$ cat src/rtl/axi_lite_master.sv
// Single-outstanding AXI-Lite master: accepts one command at a time, runs the
// write or read channel handshakes, and reports completion or timeout with a one-cycle pulse.
module axi_lite_master #(
  parameter int DATA_WIDTH = 32,
  parameter int ADDR_WIDTH = 2,
  parameter int TIMEOUT    = 16
) (
  input  logic                  clk,
  input  logic                  rst,
  input  logic                  cmd_valid,
  output logic                  cmd_ready,
  input  logic                  cmd_write,
  input  logic [ADDR_WIDTH-1:0] cmd_addr,
  input  logic [DATA_WIDTH-1:0] cmd_wdata,
  output logic                  rsp_valid,
  output logic [DATA_WIDTH-1:0] rsp_rdata,
  output logic                  rsp_err,
  output logic                  awvalid,
  input  logic                  awready,
  output logic [ADDR_WIDTH-1:0] awaddr,
  output logic                  wvalid,
  input  logic                  wready,
  output logic [DATA_WIDTH-1:0] wdata,
  input  logic                  wresp,
  output logic                  arvalid,
  input  logic                  arready,
  output logic [ADDR_WIDTH-1:0] araddr,
  input  logic [DATA_WIDTH-1:0] rData,
  input  logic                  rvalid
);

  typedef enum logic [2:0] {IDLE, WR_ADDR, WR_RESP, RD_ADDR, RD_DATA, DONE} state_t;

  localparam logic [7:0] TIMEOUT_LAST = 8'(TIMEOUT - 1);

  state_t                state;
  state_t                state_next;
  logic [ADDR_WIDTH-1:0] addr_q;
  logic [DATA_WIDTH-1:0] wdata_q;
  logic [DATA_WIDTH-1:0] rdata_q;
  logic                  aw_done;
  logic                  w_done;
  logic                  err_q;
  logic [7:0]            count;

  logic accept;
  logic aw_hs;
  logic w_hs;
  logic ar_hs;
  logic timed_out;
  logic completed;
  logic active;

  assign accept    = cmd_valid && cmd_ready;
  assign aw_hs     = awvalid && awready;
  assign w_hs      = wvalid && wready;
  assign ar_hs     = arvalid && arready;
  assign timed_out = (count == TIMEOUT_LAST);
  assign completed = ((state == WR_RESP) && wresp) || ((state == RD_DATA) && rvalid);
  assign active    = (state == WR_ADDR) || (state == WR_RESP) ||
                     (state == RD_ADDR) || (state == RD_DATA);

  always_ff @(posedge clk) begin
    if (rst) begin
      state <= IDLE;
    end else begin
      state <= state_next;
    end
  end

  // Direction is carried by the state itself, so cmd_write needs no register.
  always_comb begin
    state_next = state;
    case (state)
      IDLE: begin
        if (accept) begin
          state_next = cmd_write ? WR_ADDR : RD_ADDR;
        end
      end
      WR_ADDR: begin
        if ((aw_done || aw_hs) && (w_done || w_hs)) begin
          state_next = WR_RESP;
        end else if (timed_out) begin
          state_next = DONE;
        end
      end
      WR_RESP: begin
        if (wresp || timed_out) begin
          state_next = DONE;
        end
      end
      RD_ADDR: begin
        if (ar_hs) begin
          state_next = RD_DATA;
        end else if (timed_out) begin
          state_next = DONE;
        end
      end
      RD_DATA: begin
        if (rvalid || timed_out) begin
          state_next = DONE;
        end
      end
      DONE:    state_next = IDLE;
      default: state_next = IDLE;
    endcase
  end

  always_comb begin
    cmd_ready = 1'b0;
    awvalid   = 1'b0;
    wvalid    = 1'b0;
    arvalid   = 1'b0;
    rsp_valid = 1'b0;
    case (state)
      IDLE: cmd_ready = !rst;
      WR_ADDR: begin
        awvalid = !aw_done;
        wvalid  = !w_done;
      end
      RD_ADDR: arvalid   = 1'b1;
      DONE:    rsp_valid = 1'b1;
      default: ;
    endcase
  end

  assign awaddr    = addr_q;
  assign araddr    = addr_q;
  assign wdata     = wdata_q;
  assign rsp_rdata = rdata_q;
  assign rsp_err   = err_q;

  // Any entry into DONE that is not a real completion is a timeout.
  always_ff @(posedge clk) begin
    if (rst) begin
      addr_q  <= '0;
      wdata_q <= '0;
      rdata_q <= '0;
      aw_done <= 1'b0;
      w_done  <= 1'b0;
      err_q   <= 1'b0;
    end else begin
      if (accept) begin
        addr_q  <= cmd_addr;
        wdata_q <= cmd_wdata;
        aw_done <= 1'b0;
        w_done  <= 1'b0;
        err_q   <= 1'b0;
        rdata_q <= '0;
      end
      if (state == WR_ADDR) begin
        if (aw_hs) begin
          aw_done <= 1'b1;
        end
        if (w_hs) begin
          w_done <= 1'b1;
        end
      end
      if ((state == RD_DATA) && rvalid) begin
        rdata_q <= rData;
      end
      if ((state_next == DONE) && !completed) begin
        err_q   <= 1'b1;
        rdata_q <= '0;
      end
    end
  end

  always_ff @(posedge clk) begin
    if (rst) begin
      count <= '0;
    end else if (state_next != state) begin
      count <= '0;
    end else if (active) begin
      count <= count + 8'd1;
    end
  end

endmodule

$ cat config.mk
export PLATFORM = sky130hd
export DESIGN_NAME = axi_lite_master
export DESIGN_NICKNAME = d
export VERILOG_FILES = /design/src/rtl/axi_lite_master.sv
export SDC_FILE = /design/constraint.sdc
export NUM_CORES = 1
export LEC_CHECK = 0
export ABC_AREA = 1
export ABC_CLOCK_PERIOD_IN_PS = 2029
export CAP_MARGIN = 10
export CORE_MARGIN = 5
export CORE_UTILIZATION = 40
export CTS_CLUSTER_DIAMETER = 40
export DETAILED_ROUTE_END_ITERATION = 10
export PLACE_DENSITY = 0.77
export SETUP_SLACK_MARGIN = 0.2
export SLEW_MARGIN = 20
export SYNTH_ARGS = -nofsm -noshare
export SYNTH_HDL_FRONTEND = slang
export SYNTH_SLANG_ARGS = --single-unit
$ cat constraint.sdc
create_clock -name clk -period 2.03 [get_ports clk]
set_clock_uncertainty 0.1 [all_clocks]
set_input_delay 0.3045 -clock clk [delete_from_list [all_inputs] [get_ports clk]]
set_output_delay 0.3045 -clock clk [all_outputs]
set_load 0.05 [all_outputs]
==> results_dict.tcl, run 1 <==
set metrics [dict create \
    status "completed" \
    rsz0062_at_grt "true" \
    cp-end-kind "register" \
    path_class "register to register" \
    wl_per_cell_um 13.98 \
    p_total_mw 3.576 \
    portBuffers 148 \
    synth_enable_flop_cells 0 \
    dp_cells 737 \
    areaGrowthSynthToFinish_pct 50.93 \
    reg2reg_to "rsp_rdata[14]$_SDFFE_PP0P_" \
    ant_nets 0 \
    r2r_cells 10 \
    overflow 0 \
    cts_sinks 80 \
    synth_warnings 0 \
    cp_slowest_cell "dfxtp_2" \
    yosysUniqueCellTypes 37 \
    whs_path_depth 2 \
    fmax_mhz 554.5 \
    finalCritPeriodShare_pct 88.83 \
    clock_path_buffers 2 \
    clk_pin_slew_ns 0.09 \
    synth-seq-area-share_pct 42.33 \
    finish.instance_area_um2 5710 \
    globalRouteTotalUtil_pct 18.19 \
    comb_power_share_pct 23.9 \
    powerDensity_nw_per_um2 626.3 \
    synth.avg_cell_area_um2 7.899 \
    hold_viol_final 0 \
    holdBufCountCts 0 \
    final-seq-area_um2 1613 \
    cts-root-buf "clkbuf_8" \
    drv_slew 0 \
    crit_arrival_ns 1.94 \
    core_um2 9240 \
    crit_chain "ha_4 > nand3_4 > nor2_4 > buf_6 > o21bai_4 > nand4_4 > nand3b_4 > nand2_8 > clkbuf_16 > nor2_4" \
    ys_ff_latch 80 \
    fillers 804 \
    synth_top_cell_by_area "dfxtp_1" \
    antenna_found_initial 0 \
    cts_tree "done" \
    vias_per_cell 4.668 \
    r2r-start "count[0]$_SDFFE_PP0P_" \
    grt_first_pass_wirelength_um 17120 \
    seqPwrFrac_pct 46.4 \
    yosysTopAreaCellShare_pct 42.33 \
    relSlewSlack_pct 62.72 \
    routed_wl_um 10600 \
    power.share.clock_pct 29.7 \
    swShare_pct 32.43 \
    synth.most_common_cell "nand2_1" \
    tightest_slew_ns 0.5615 \
    cpMostUsedCell "nor2_4" \
    grt_max_degree 52 \
    setup_tns_ns 0 \
    holdPathEnd "wdata[18]$_SDFFE_PP0P_" \
    netlist_area_um2 3784 \
    hp-start "wdata[18]$_SDFFE_PP0P_" \
    p_switching_mw 1.160 \
    ioPinCount 149 \
    die_y_um 107.3 \
    place_hpwl_um 7673 \
    gp_routability_congestion 0.8777 \
    ctsHtreeMaxLevel 3 \
    synth_area_leaders "dfxtp_1 (42%), nand2_1 (12%), nor2_4 (10%)" \
    drtIter0Drc 150 \
    synth_ff_type "dfxtp_1" \
    rows 35 \
    power.internal_mw 2.416 \
    cp.required_ns 2.17 \
    cts_buffers 9 \
    die_x_um 107.3 \
    design.die.area_um2 11500 \
    dpl_cell_area_um2 5401 \
    finalSetupViolCount 0 \
    p_leak_nw 2.518 \
    synth_fp_nets 555 \
    cp_max_fo 6 \
    drive_above_1_share_pct 19.08 \
    fin_nets 700 \
    reg2reg_slack_ns 0.23 \
    num_vias 3538 \
    ir_drop_v 0.0002751 \
    finalNonFillerCells 758 \
    async_reset_ff_share_pct 0 \
    start_util_pct 40.95 \
    post-route-min-period_ns 1.803 \
    netlist_instances 479 \
    synth_common_cells "nand2_1 (121), dfxtp_1 (80), nand3_1 (69)" \
    drt_pre_antenna_iters 4 \
    clk_latency_ns 0.34 \
    startpoint_type "register" \
    remaining_drc_errors 0 \
    drv_cap 0 \
    hold_class "register to register" \
    slowest_delay_ns 0.36 \
    grt_pass1_vias 3597 \
    antenna_cells 0 \
    multi_input_area_um2 1933 \
]
## layout by cell type, fill, tap and decap left out, drive strengths merged
cell type      count
nand3             73
mux2i              1
nand3b             1
nand2            130
nor3               9
nand4              2
clkinv             4
o21ai              1
xor2               4
clkinvlp           2
inv               50
o22ai              1
a41oi              1
and2               1
a21oi             38
clkdlybuf4s50     74
a31oi              1
o21bai             5
clkbuf            10
or2                1
dlygate4sd2       68
buf               20
nor2              49
xnor2              2
ha                 1
dfxtp             80
## worst max-delay path by stage
stage | startpoint | end | slack [ns] | cells after the start
3_3_place_gp | rst | rsp_rdata[1]$_SDFFE_PP0P_ | -0.04 | 6
6_report | count[0]$_SDFFE_PP0P_ | rsp_rdata[14]$_SDFFE_PP0P_ | 0.23 | 10
5_1_grt | count[1]$_SDFFE_PP0P_ | count[1]$_SDFFE_PP0P_ | 0.13 | 9
2_1_floorplan | state[0]$_SDFF_PP0_ | rsp_rdata[0]$_SDFFE_PP0P_ | 0.18 | 11
4_1_cts | count[0]$_SDFFE_PP0P_ | rsp_rdata[30]$_SDFFE_PP0P_ | 0.21 | 11
3_5_place_dp | rst | rsp_rdata[6]$_SDFFE_PP0P_ | -0.08 | 6
## repair_timing
| action | 4_1_cts | 5_1_grt |
|---|---|---|
| resized for setup | 76 | 26 |
| endpoints found under the setup margin | 100 | 73 |
| gates cloned | 1 | 1 |
| hold endpoints to repair | 0 | 0 |
| buffers inserted | 2 | 1 |
| pin swaps | 3 | 9 |
## worst max-delay path, delay by kind of cell (launching register included)
kind | cells | cell delay [ns]
fa+ha+maj | 1 | 0.16
compound gates | 1 | 0.07
simple gates | 6 | 0.69
buf+inv | 2 | 0.33
flops | 1 | 0.36
## power by group through the flow
stage | clock network, mW | registers [mW] | logic [mW]
6_report | 1.06 | 1.66 | 0.855
5_1_grt | 1.17 | 1.67 | 0.909
3_3_place_gp | 0 | 1.69 | 0.833
3_5_place_dp | 0 | 1.70 | 0.842
2_1_floorplan | 0 | 1.85 | 0.352
4_1_cts | 1.09 | 1.66 | 0.828
## layout make-up
| type | instances | share of cell area [%] |
|---|---|---|
| repair buffers | 163 | 28.55 |
| clock buffers | 9 | 2.169 |
| clock inverters | 7 | 0.9641 |
| multi-input cells | 321 | 33.85 |
| well taps | 129 | 2.826 |
| inverters | 49 | 3.396 |
| flip-flops and latches | 80 | 28.24 |
## state kept, by name, indices dropped and copies added, names as in the netlist
register and count:
state 3, rsp_rdata 32, rsp_err 1, araddr 2, w_done 1, wdata 32, count 8, aw_done 1
## kinds of logic (layout without fill, tap and decap cells)
family	count (synthesis)	count (layout)	share of synthesized area, %
buf+inv	78	228	9.425
simple gates	266	266	38.69
compound gates	47	47	7.573
flops	80	80	42.33
xor+xnor	6	6	1.389
fa+ha+maj	1	1	0.3306
mux	1	1	0.2646
## per-layer routing
layer | wire length, µm | track usage [%] | vias up
li1 | - | - | 1800
met1 | 4163 | 20.51 | 1617
met2 | 5467 | 32.17 | 108
met3 | 783 | 6.599 | 13
met4 | 186 | 5.023 | 0
met5 | 0 | 0 | -
## through the flow
stage	utilization, %	hold WS [ns]	setup WS [ns]
after floorplan	-	0.3472	0.1820
after global placement	58.46	0.3515	-0.04420
after detailed placement	58.46	0.3568	-0.08027
after CTS	60.20	0.3678	0.2120
after global routing	61.80	0.3815	0.1257
final	61.80	0.3639	0.2267
No activity file was read; power rests on OpenSTA's default activity.
==> run 2: changes to the inputs <==
--- a/config.mk
+++ b/config.mk
@@ -11,6 +11,7 @@
 export CORE_MARGIN = 5
 export CORE_UTILIZATION = 40
 export CTS_CLUSTER_DIAMETER = 40
+export CTS_CLUSTER_SIZE = 28
 export DETAILED_ROUTE_END_ITERATION = 10
 export PLACE_DENSITY = 0.77
 export SETUP_SLACK_MARGIN = 0.2
==> results of run 2 <==
Final layout, timing and power as in run 1 (identical DEF).
